$ cat config.mk
export PLATFORM = sky130hd
export DESIGN_NAME = instr_encoder
export DESIGN_NICKNAME = d
export VERILOG_FILES = /design/src/rtl/instr_encoder.sv
export SDC_FILE = /design/constraint.sdc
export NUM_CORES = 1
export LEC_CHECK = 0
export CORE_MARGIN = 5
export CORE_UTILIZATION = 30
export DETAILED_ROUTE_END_ITERATION = 12
export GPL_ROUTABILITY_DRIVEN = 1
export PLACE_DENSITY = 0.54
export SYNTH_ARGS = -nofsm -noshare
export SYNTH_HDL_FRONTEND = slang
export SYNTH_SLANG_ARGS = --single-unit
$ cat constraint.sdc
create_clock -name clk -period 2.3 [get_ports clk]
set_input_delay 0.46 -clock clk [delete_from_list [all_inputs] [get_ports clk]]
set_output_delay 0.46 -clock clk [all_outputs]
set_load 0.02 [all_outputs]
$ cat src/rtl/instr_encoder.sv
// RV32I instruction encoder: packs decoded fields and a full-width immediate into a word,
// registered with a sequential byte address. INSTR_ENCODER_RANGE_CHECK_EN adds immediate checks.
module instr_encoder #(
  parameter int unsigned       ADDR_W    = 32,
  parameter logic [ADDR_W-1:0] BASE_ADDR = '0
) (
  input  logic              clk,
  input  logic              rstn,
  input  logic              clear,
  input  logic              in_valid,
  output logic              in_ready,
  input  logic [2:0]        fmt,
  input  logic [6:0]        opcode,
  input  logic [4:0]        rd,
  input  logic [4:0]        rs1,
  input  logic [4:0]        rs2,
  input  logic [2:0]        funct3,
  input  logic [6:0]        funct7,
  input  logic [31:0]       imm,
  output logic              out_valid,
  input  logic              out_ready,
  output logic [31:0]       out_instr,
  output logic [ADDR_W-1:0] out_addr,
  output logic              err
);

  localparam logic [31:0] Nop = 32'h0000_0013;

  logic              valid_q, valid_d;
  logic [31:0]       instr_q, instr_d;
  logic [ADDR_W-1:0] addr_q, addr_d;
  logic [ADDR_W-1:0] cnt_q, cnt_d;
  logic              err_q, err_d;
  logic              accept, xfer;
  logic [31:0]       word;
  logic              illegal;
  logic              range_bad;

  assign in_ready = !valid_q || out_ready;
  assign accept   = in_valid && in_ready;
  assign xfer     = valid_q && out_ready;

  always_comb begin
    word    = Nop;
    illegal = 1'b0;
    case (fmt)
      3'd0: word = {funct7, rs2, rs1, funct3, rd, opcode};
      3'd1: word = {imm[11:0], rs1, funct3, rd, opcode};
      3'd2: word = {imm[11:5], rs2, rs1, funct3, imm[4:0], opcode};
      3'd3: word = {imm[12], imm[10:5], rs2, rs1, funct3, imm[4:1], imm[11], opcode};
      3'd4: word = {imm[31:12], rd, opcode};
      3'd5: word = {imm[20], imm[10:1], imm[11], imm[19:12], rd, opcode};
      default: begin
        word    = Nop;
        illegal = 1'b1;
      end
    endcase
  end

`ifdef INSTR_ENCODER_RANGE_CHECK_EN
  // Flags immediates whose high bits would be lost by the packing above.
  always_comb begin
    range_bad = 1'b0;
    case (fmt)
      3'd1, 3'd2: range_bad = (imm != {{20{imm[11]}}, imm[11:0]});
      3'd3:       range_bad = (imm != {{19{imm[12]}}, imm[12:0]}) || imm[0];
      3'd4:       range_bad = (imm[11:0] != 12'd0);
      3'd5:       range_bad = (imm != {{11{imm[20]}}, imm[20:0]}) || imm[0];
      default:    range_bad = 1'b0;
    endcase
  end
`else
  assign range_bad = 1'b0;
`endif

  always_comb begin
    cnt_d   = cnt_q;
    valid_d = valid_q;
    instr_d = instr_q;
    addr_d  = addr_q;
    err_d   = err_q;
    if (xfer) begin
      cnt_d   = cnt_q + ADDR_W'(4);
      valid_d = 1'b0;
    end
    // A word accepted alongside a transfer takes the already-advanced address.
    if (accept) begin
      valid_d = 1'b1;
      instr_d = word;
      addr_d  = cnt_d;
      err_d   = err_q | illegal | range_bad;
    end
    if (clear) begin
      cnt_d   = BASE_ADDR;
      valid_d = 1'b0;
      addr_d  = BASE_ADDR;
      err_d   = 1'b0;
    end
  end

  always_ff @(posedge clk or negedge rstn) begin
    if (!rstn) begin
      valid_q <= 1'b0;
      instr_q <= '0;
      addr_q  <= BASE_ADDR;
      cnt_q   <= BASE_ADDR;
      err_q   <= 1'b0;
    end else begin
      valid_q <= valid_d;
      instr_q <= instr_d;
      addr_q  <= addr_d;
      cnt_q   <= cnt_d;
      err_q   <= err_d;
    end
  end

  assign out_valid = valid_q;
  assign out_instr = instr_q;
  assign out_addr  = addr_q;
  assign err       = err_q;

endmodule

Word-level counts from Yosys, hierarchy flattened:

Cells that the tools add are included.

* bits in registers: 98
* input bits: 72
* output and inout bits: 67
* word-level logic and storage cells: 31

* add/subtract/negate cells: 1
* equality and inequality tests: 5
* multiplexer cells: 11
* bitwise logic cells: 1
* reduce and logical (&&, ||, !) cells: 8

Operator list (count)
* $pmux W32 S6: 1
* $mux W32: 4
* $add A32 B3 Y32 const B: 1
* $eq A3 B2 Y1 const B: 2
* $eq A3 B3 Y1 const B: 2
* $mux W1: 6
* $reduce_or A6 Y1: 1
* $eq A3 B1 Y1 const B: 1
* $logic_not A3 Y1: 1
* $reduce_bool A3 Y1: 1
* $logic_and A1 B1 Y1: 2
* $reduce_bool A2 Y1: 1
* $logic_not A1 Y1: 1
* $logic_or A1 B1 Y1: 1
* $or A1 B1 Y1: 1

Longest topological paths before layout:

Gate-level depths: netlist of the first run.

* depth after elaboration: 6
* depth in mapped cells: 7

Least setup slack after synthesis of the first run:

OpenSTA, ideal clock, no wires.

* kind: register -> register
* start: reg valid_q (netlist: out_valid)
* end: reg addr_q[29] (netlist: out_addr[29])
* library setup time: 0.099 ns
* arrival: 1.783 ns
* data required time: 2.201 ns
* setup slack: 0.417 ns
* cell stages (with the launch flop): 6
* path buffers: 1
* period minus slack after synthesis: 1.883 ns
* path through: dfrtp_1 > and4_1 > buf_6 > nand4_4 > or4_1 > a311oi_1

* longest elaborated chain between the ends: 4
* elaborated cells between the ends (all ways): 8
* classes of those cells: mux: 3; reduce/logical: 5

RTL lines
* start, declared: line 29 `logic valid_q, valid_d;`
* start signal, assigned: line 109 `valid_q <= valid_d;`
* $logic_and A1 B1 Y1 / $logic_not A1 Y1 (equally long branches): line 41, 39
* $mux W32 / $logic_or A1 B1 Y1 (equally long branches): line 82, 39
* $mux W32 / $logic_and A1 B1 Y1 (equally long branches): line 87, 40
* $mux W32 / $reduce_bool A2 Y1 (equally long branches)
* end signal, assigned: line 111 `addr_q <= addr_d;`
* end, declared: line 31 `logic [ADDR_W-1:0] addr_q, addr_d;`

Parallel ways exist; a longest one is shown, timed or not. The select of a mux whose other input is x is not followed.
A chain may end at the register's enable or synchronous reset.

Worst setup path in the final report of the first run:

* start: in out_ready
* end: reg addr_q[29] (netlist: out_addr[29])

* longest elaborated chain between the ends: 4
* elaborated cells between the ends (all ways): 7
* classes of those cells: mux: 3; reduce/logical: 4

RTL lines
* start, declared: line 21 `input logic out_ready,`
* $logic_and A1 B1 Y1: line 41 `assign xfer = valid_q && out_ready;`
* $mux W32: line 82 `if (xfer) begin`
* $mux W32: line 87 `if (accept) begin`
* $mux W32: line 93 `if (clear) begin`

Parallel ways exist; a longest one is shown, timed or not. The select of a mux whose other input is x is not followed.

==> results of run 1 <==
## layer usage
metal	GRT usage	part of all wire	vias up
met1	0.2142	0.46	1954
met3	0.02983	0.036	17
li1	-	-	2013
met5	0	0	-
met2	0.2459	0.48	74
met4	0.05657	0.020	0
## worst max-delay path by stage
stage | cells past startpoint | slack (ns) | from | to
2_1_floorplan | 5 | 0.42 | out_valid$_DFFE_PN0P_ | out_addr[29]$_DFFE_PN0P_
3_3_place_gp | 6 | -0.13 | out_ready | out_addr[26]$_DFFE_PN0P_
3_5_place_dp | 5 | -0.19 | out_ready | out_addr[29]$_DFFE_PN0P_
4_1_cts | 4 | 0.02 | out_ready | in_ready
5_1_grt | 5 | 0.03 | out_ready | out_addr[29]$_DFFE_PN0P_
6_report | 5 | 0.18 | out_ready | out_addr[29]$_DFFE_PN0P_
## cell families (layout without fill, tap and decap cells)
family          count (synthesis)  after routing  share of synthesized area
fa+ha+maj                       1              1                   0.002725
xor+xnor                        9              9                    0.01717
compound gates                131            131                     0.1990
buf+inv                        40            193                    0.03679
mux                            11             11                    0.02453
simple gates                  170            170                     0.1856
flops                          98             98                     0.5342
## cells in the final DEF, fill, tap and decap left out, types with 13 or more instances in the layout
| cell | Yosys | final |
|---|---|---|
| buf_4 | 1 | 32 |
| a221oi_1 | 19 | 19 |
| nand3_1 | 13 | 13 |
| o21ai_0 | 23 | 23 |
| nand2_1 | 24 | 24 |
| a21oi_1 | 30 | 30 |
| nor2_1 | 75 | 75 |
| a311oi_1 | 20 | 20 |
| dfrtp_1 | 98 | 98 |
| clkdlybuf4s50_1 | 0 | 135 |
## layout make-up
cell class | count | area [sq um] | share of cell area
Tap cell | 188 | 235.2 | 0.03550
Clock buffer | 13 | 240.2 | 0.03625
Multi-Input combinational cell | 322 | 1971 | 0.2974
Sequential cell | 98 | 2452 | 0.3701
Clock inverter | 3 | 40.04 | 0.006042
Timing Repair Buffer | 172 | 1669 | 0.2519
Inverter | 5 | 18.77 | 0.002832
## worst register-to-register path, cell delays in order (launching register included)
cell and delay [ns]:
dfrtp_1 0.41, and4_1 0.40, nand4_2 0.29, or4_1 0.60, a311oi_1 0.30
## flip-flops by register name (all words and copies together) (netlist names)
register,flops
cnt_q,32
err,1
out_addr,32
out_instr,32
out_valid,1
## through the flow
step,utilization,area (sq um),cells,setup WS (ns),setup TNS [ns]
5_1_grt,0.4391,6626,801,0.02513,0
4_1_cts,0.4390,6624,801,0.01731,0
3_5_place_dp,0.4204,6344,785,-0.1857,-1.528
3_3_place_gp,0.4204,6344,785,-0.1287,-1.300
6_report,0.4391,6626,801,0.1761,0
2_1_floorplan,-,4591,460,0.4172,0
## power by group through the flow
stage / logic [mW] / registers, mW / clock network (mW)
3_3_place_gp: 0.836 / 1.91 / 0
2_1_floorplan: 0.227 / 2.04 / 0
3_5_place_dp: 0.837 / 1.92 / 0
6_report: 0.826 / 1.88 / 1.47
4_1_cts: 0.841 / 1.89 / 1.52
5_1_grt: 0.892 / 1.89 / 1.60
## timing repair
action	4_1_cts	5_1_grt
endpoints found under the setup margin	0	1
hold buffers	0	0
gates resized for setup	0	1
endpoints found under the hold margin	0	0
==> impl_metrics.py, run 1 <==
metrics = {
    "yosys": {
        "syn_nets": 533,
        "synth_cell_types": 42,
        "synth_area_per_cell_sq_um": 9.980,
        "ys_top_cells_by_area": "dfrtp_1 (53%), nor2_1 (6.1%), a311oi_1 (3.8%)",
        "synth_area_sq_um": 4591,
        "yosysMostFrequentCell": "dfrtp_1",
        "synth-seq-area-share": 0.5342,
        "ys_seq_elements": 98,
        "async_flop_share": 1.000,
        "synth_edf_count": 0,
        "synth_area_leader_cell": "dfrtp_1",
        "ys.flop_type": "dfrtp_1",
        "synth_top_area_frac": 0.5342,
        "syn_inst": 460,
        "yosys_warnings": 0,
        "synthTopCellsByCount": "dfrtp_1 (98), nor2_1 (75), a21oi_1 (30)",
    },
    "grt": {
        "grt_max_degree": 47,
        "overflow": 0,
        "grt_pass1_wl_um": 22570,
        "grt_pass1_vias": 4153,
        "track_usage": 0.1561,
        "antenna_found_initial": 0,
    },
    "sta": {
        "hold_viol": 0,
        "hold_ws_ns": 0.07119,
        "setup_violations": 0,
        "worst_pin_slew_ns": 0.7078,
        "rsz0062_at_grt": "false",
        "skew_ns": 0.009138,
        "fin_crit_sh": 0.9234,
        "max-slew-margin-rel": 0.5264,
        "period_needed_ns": 2.124,
        "slew_violations": 0,
        "max_freq_mhz": 470.8,
    },
    "route": {
        "drc": 0,
        "dr.pass1.iters": 4,
        "routed_wl_um": 13600,
        "ant_nets": 0,
        "num_vias": 4058,
        "viasPerCell": 5.066,
        "wl_per_cell_um": 16.98,
        "drt_iter0_drc": 248,
    },
    "setup_path": {
        "crit_fanout": 11,
        "ff2ff_path_depth": 4,
        "reg2reg_to": "out_addr[25]$_DFFE_PN0P_",
        "slowest_delay_ns": 0.59,
        "cp-end-kind": "register",
        "regToRegSetupSlack_ns": 0.19,
        "crit_arrival_ns": 2.36,
        "cpMaxStageDelayCell": "or4_1",
        "path_class": "primary input to register",
        "cp.required_ns": 2.54,
        "r2r-start": "cnt_q[6]$_DFF_PN0_",
        "timing.critical_path.buf_inv": 1,
        "cp-start-kind": "primary input",
        "cp_top_family": "simple AND/OR/NAND/NOR gates",
        "crit_path_cell_trace": "clkdlybuf4s50_1 -> and4_1 -> nand4_4 -> or4_1 -> a311oi_1",
    },
    "clock_network": {
        "h-tree-depth": 3,
        "cts_buffer_depth": 2,
        "clockRootBuffer": "clkbuf_16",
        "cts_setup_buffers": 0,
        "cts_sinks": 98,
        "cts_buffers": 9,
        "path_clk_slew_ns": 0.07,
        "cts_tree": "done",
        "clock_latency_ns": 0.34,
    },
    "job": {
        "max_cap_viol_count": 0,
    },
    "floorplan": {
        "die_h_um": 133.7,
        "core_region_area_sq_um": 15090,
        "pin_count": 139,
        "die_x_um": 133.7,
        "die_area_sq_um": 17880,
        "rows": 45,
        "start_util": 0.3042,
    },
    "place": {
        "io_buffer_count": 138,
        "gp_congestion": 0.8388,
        "dp_hpwl_um": 10320,
    },
    "pwr": {
        "intPower_mw": 3.078,
        "power_density_nw_per_um2": 631.1,
        "p_clk_frac": 0.352,
        "total_power_mw": 4.182,
        "combPwrFrac": 0.197,
        "peakVddDrop_uv": 283.2,
        "swShare": 0.2640,
        "leakage_nw": 2.727,
        "p_sw_mw": 1.104,
        "seqPwrFrac": 0.450,
    },
    "finish": {
        "fin_nets": 681,
        "diodes": 0,
        "syn_to_final_growth_pct": 44.34,
        "fill_cells": 1475,
        "drive_above_1_share": 0.08809,
    },
    "hold_path": {
        "min_path_type": "primary input to async pin",
    },
    "outcome": {
        "status": "complete, no violations",
    },
}
(Power assumes the default switching activity.)
==> inputs of run 2 (changes only) <==
HOLD_SLACK_MARGIN = 0.08   (was unset)
SETUP_SLACK_MARGIN = 0.15   (was unset)
==> impl_metrics.py, run 2 (synthesis results as in run 1) <==
metrics = {
    "clock_network": {
        "hold_buffers": 0,
        "h-tree-depth": 3,
        "cts_tree": "done",
        "cts_buffers": 9,
        "path_clk_slew_ns": 0.06,
        "cts_setup_buffers": 0,
        "cts_sinks": 98,
        "cts_buffer_depth": 2,
        "clockRootBuffer": "clkbuf_16",
        "clock_latency_ns": 0.34,
    },
    "pwr": {
        "leakage_nw": 2.733,
        "total_power_mw": 4.180,
        "power_density_nw_per_um2": 629.0,
        "peakVddDrop_uv": 282.9,
    },
    "sta": {
        "rsz0062_at_grt": "false",
        "hold_viol": 0,
        "setup_violations": 0,
        "skew_ns": 0.008709,
        "max-slew-margin-rel": 0.5285,
        "max_freq_mhz": 496.8,
        "period_needed_ns": 2.013,
        "fin_ws_ns": 0.2870,
        "worst_pin_slew_ns": 0.7047,
        "slew_violations": 0,
        "hold_ws_ns": 0.07302,
        "fin_crit_sh": 0.8752,
    },
    "finish": {
        "fill_cells": 1483,
        "syn_to_final_growth_pct": 44.75,
        "fin_nets": 681,
        "most-common-layout-cells": "clkdlybuf4s50_1 (135), dfrtp_1 (98), nor2_1 (75), buf_4 (32), a21oi_1 (30)",
        "multi_input_area_sq_um": 1993,
        "regArea_sq_um": 2452,
        "final_common_cell": "clkdlybuf4s50_1",
        "postLayoutCoreUtil": 0.4404,
        "drive_above_1_share": 0.09462,
        "diodes": 0,
    },
    "setup_path": {
        "crit_fanout": 5,
        "cp.required_ns": 1.84,
        "r2r-start": "cnt_q[6]$_DFF_PN0_",
        "cp-startpoint": "out_ready",
        "cp-end-kind": "primary output",
        "ff2ff_path_depth": 4,
        "endpoint": "in_ready",
        "regToRegSetupSlack_ns": 0.34,
        "slowest_delay_ns": 0.48,
        "cpMaxStageDelayCell": "clkdlybuf4s50_1",
        "crit_path_cell_trace": "clkdlybuf4s50_1 -> buf_4 -> nand2b_1 -> dlygate4sd2_1",
        "reg2reg_to": "out_addr[30]$_DFFE_PN0P_",
        "crit_arrival_ns": 1.55,
        "path_class": "primary input to primary output",
        "cp-start-kind": "primary input",
    },
    "hold_path": {
        "min_path_type": "primary input to async pin",
    },
    "floorplan": {
        "rows": 45,
        "die_area_sq_um": 17880,
        "core_region_area_sq_um": 15090,
        "die_h_um": 133.7,
        "pin_count": 139,
        "start_util": 0.3042,
        "die_x_um": 133.7,
    },
    "grt": {
        "track_usage": 0.1561,
        "grt_max_degree": 47,
        "antenna_found_initial": 0,
        "grt_pass1_vias": 4153,
        "grt_pass1_wl_um": 22570,
        "overflow": 0,
    },
    "outcome": {
        "status": "complete, no violations",
    },
    "job": {
        "max_cap_viol_count": 0,
    },
    "route": {
        "dr.pass1.iters": 4,
        "drt_iter0_drc": 253,
        "ant_nets": 0,
        "viasPerCell": 5.065,
        "wl_per_cell_um": 17.04,
        "drc": 0,
        "num_vias": 4057,
        "routed_wl_um": 13650,
    },
    "place": {
        "io_buffer_count": 138,
        "gp_congestion": 0.8388,
        "dp_hpwl_um": 10320,
        "dp_slack_ns": -0.1857,
    },
}
## run 2: worst min path at each step
| stage | end | depth (start not counted) |
|---|---|---|
| 2_1_floorplan | cnt_q[0]$_DFF_PN0_ | 0 |
| 3_3_place_gp | out_addr[12]$_DFFE_PN0P_ | 1 |
| 3_5_place_dp | cnt_q[12]$_DFF_PN0_ | 1 |
| 4_1_cts | out_addr[25]$_DFFE_PN0P_ | 1 |
| 5_1_grt | out_addr[29]$_DFFE_PN0P_ | 1 |
| 6_report | out_addr[9]$_DFFE_PN0P_ | 1 |
## run 2: routing by layer
layer | share of wire | vias to the layer above | global-route usage
met5 | 0 | - | 0
met4 | 0.020 | 0 | 0.05657
met3 | 0.033 | 17 | 0.02983
met2 | 0.49 | 67 | 0.2459
met1 | 0.46 | 1963 | 0.2142
li1 | - | 2010 | -
## run 2: cell type report
cell class,instances,area share
sequential,98,0.3690
multi-input combinational,322,0.2999
timing repair buffer,172,0.2506
clock buffer,13,0.03615
tap,188,0.03540
clock inverter,3,0.006025
inverter,5,0.002824
## run 2: timing repair
item,CTS,global route
resized for setup,1,6
setup endpoints to repair,1,11
pin swaps,0,0
## run 2: report_power, final
group          switching, mW  internal [mW]  total, mW  leakage (nW)
combinational          0.416          0.410      0.826          1.31
sequential            0.0577           1.83       1.88          1.28
clock                  0.628          0.842       1.47         0.138
## run 2: critical path: cells and delay by family
family | cells | cell delay, ns
buffers and inverters | 3 | 0.95
and+or+nand+nor | 1 | 0.14
## run 2: through the flow
stage          cell area, sq um  setup TNS, ns  std cells
4_1_cts                    6623              0        801
3_3_place_gp               6344         -1.300        785
5_1_grt                    6645              0        801
6_report                   6645              0        801
2_1_floorplan              4591              0        460
3_5_place_dp               6344         -1.528        785
==> inputs of run 3 (changes only) <==
PLACE_DENSITY = unset   (was 0.54)
==> impl_metrics.py, run 3 (synthesis results as in run 1) <==
metrics = {
    "route": {
        "drt_iter0_drc": 169,
        "routed_wl_um": 13480,
        "met1_length_um": 6226,
        "viasPerCell": 5.221,
        "ant_nets": 0,
        "dr.pass1.iters": 5,
        "wl_per_cell_um": 17.19,
        "wl_met3_um": 458,
        "num_vias": 4093,
        "wl_met2_um": 6547,
        "highest_layer": "met4",
        "drc": 0,
    },
    "grt": {
        "track_usage": 0.1520,
        "overflow": 0,
        "antenna_found_initial": 0,
        "grt_pass1_vias": 4185,
        "grt_max_degree": 68,
        "grt_pass1_wl_um": 22050,
    },
    "sta": {
        "max-slew-margin-rel": 0.5171,
        "setup_violations": 0,
        "skew_ns": 0.005787,
        "slew_violations": 0,
        "fin_crit_sh": 0.8692,
        "max_freq_mhz": 500.2,
        "worst_pin_slew_ns": 0.7217,
        "period_needed_ns": 1.999,
        "fin_setup_tns_ns": 0,
        "rsz0062_at_grt": "false",
        "hold_viol": 0,
    },
    "setup_path": {
        "path_class": "register to register",
        "cp-start-kind": "register",
        "regToRegSetupSlack_ns": 0.30,
        "ff2ff_path_depth": 4,
        "reg2reg_to": "out_addr[25]$_DFFE_PN0P_",
        "cp.required_ns": 2.54,
        "cp-end-kind": "register",
        "crit_fanout": 10,
        "crit_arrival_ns": 2.24,
        "r2r-start": "cnt_q[6]$_DFF_PN0_",
    },
    "floorplan": {
        "rows": 45,
        "die_h_um": 133.7,
        "core_region_area_sq_um": 15090,
        "die_x_um": 133.7,
        "pin_count": 139,
        "start_util": 0.3042,
        "die_area_sq_um": 17880,
    },
    "outcome": {
        "status": "complete, no violations",
    },
    "pwr": {
        "peakVddDrop_uv": 361.2,
        "total_power_mw": 4.214,
        "leakage_nw": 2.678,
        "power_density_nw_per_um2": 641.4,
    },
    "clock_network": {
        "clock_latency_ns": 0.34,
        "cts_sinks": 98,
        "h-tree-depth": 3,
        "cts_tree": "done",
        "cts_buffers": 9,
        "clockRootBuffer": "clkbuf_16",
        "path_clk_slew_ns": 0.06,
        "cts_buffer_depth": 2,
    },
    "finish": {
        "final_common_cell": "clkdlybuf4s50_1",
        "fin_nets": 666,
        "syn_to_final_growth_pct": 43.12,
        "regArea_sq_um": 2452,
        "drive_above_1_share": 0.07550,
        "most-common-layout-cells": "clkdlybuf4s50_1 (134), dfrtp_1 (98), nor2_1 (75), a21oi_1 (30), nand2_1 (24)",
        "diodes": 0,
        "fill_cells": 1449,
        "multi_input_area_sq_um": 1989,
    },
    "place": {
        "gp_congestion": 0.8279,
        "dp_hpwl_um": 9948,
        "io_buffer_count": 138,
    },
    "job": {
        "max_cap_viol_count": 0,
    },
    "hold_path": {
        "min_path_type": "primary input to async pin",
    },
}
run 3: changes by cell type in the layout (fill, tap and decap cells not counted), sizes merged:
cell           change
clkinvlp           +1
clkbuf             -1
clkdlybuf4s50      -1
clkinv             -2
buf               -15
dlymetal6s2s       +1
run 3: area by class of cell:
| cell class | instances | share of cell area |
|---|---|---|
| sequential | 98 | 0.3733 |
| clock buffer | 12 | 0.03904 |
| inverter | 5 | 0.002857 |
| clock inverter | 2 | 0.005713 |
| multi-input combinational | 322 | 0.3028 |
| timing repair buffer | 157 | 0.2405 |
| tap | 188 | 0.03580 |
run 3: timing repair:
| item | 4_1_cts | 5_1_grt |
|---|---|---|
| endpoints found under the setup margin | 7 | 14 |
| hold buffers | 0 | 0 |
| hold endpoints to repair | 0 | 0 |
| pin swaps | 0 | 0 |
| gates resized for setup | 4 | 4 |
| gates cloned | 0 | 0 |
| buffers inserted | 0 | 0 |
run 3: layer usage:
metal / vias to the layer above / global-route usage
li1: 1974 / -
met4: 0 / 0.05600
met3: 17 / 0.02379
met1: 2005 / 0.2106
met5: - / 0
met2: 97 / 0.2406
run 3: worst max-delay path: stages, from the launching register on:
cell and delay, ns:
dfrtp_1 0.40, and4_2 0.36, nand4_2 0.24, or4_1 0.61
a311oi_2 0.28
run 3: worst max path at each step:
stage	slack, ns	from	to
4_1_cts	0.16	out_ready	out_addr[25]$_DFFE_PN0P_
5_1_grt	0.17	cnt_q[6]$_DFF_PN0_	out_addr[25]$_DFFE_PN0P_
6_report	0.30	cnt_q[6]$_DFF_PN0_	out_addr[25]$_DFFE_PN0P_
2_1_floorplan	0.42	out_valid$_DFFE_PN0P_	out_addr[29]$_DFFE_PN0P_
3_3_place_gp	-0.21	out_ready	out_addr[22]$_DFFE_PN0P_
3_5_place_dp	-0.32	out_ready	out_addr[25]$_DFFE_PN0P_
run 3: report_power, final:
group	total, mW	internal, mW	switching [mW]	leakage (nW)
logic	0.821	0.403	0.418	1.25
clock network	1.51	0.891	0.617	0.141
registers	1.88	1.83	0.0587	1.28
total	4.21	3.12	1.09	2.68
run 3: per-stage QoR:
| stage | instances | setup slack (ns) | hold WS (ns) | area, sq um | util |
|---|---|---|---|---|---|
| 2_1_floorplan | 460 | 0.4172 | 0.1644 | 4591 | - |
| 3_3_place_gp | 770 | -0.2122 | 0.4684 | 6256 | 0.4146 |
| 3_5_place_dp | 770 | -0.3204 | 0.4785 | 6256 | 0.4146 |
| 4_1_cts | 784 | 0.1572 | 0.1388 | 6558 | 0.4346 |
| 5_1_grt | 784 | 0.1682 | 0.1836 | 6570 | 0.4354 |
| 6_report | 784 | 0.3008 | 0.1292 | 6570 | 0.4354 |
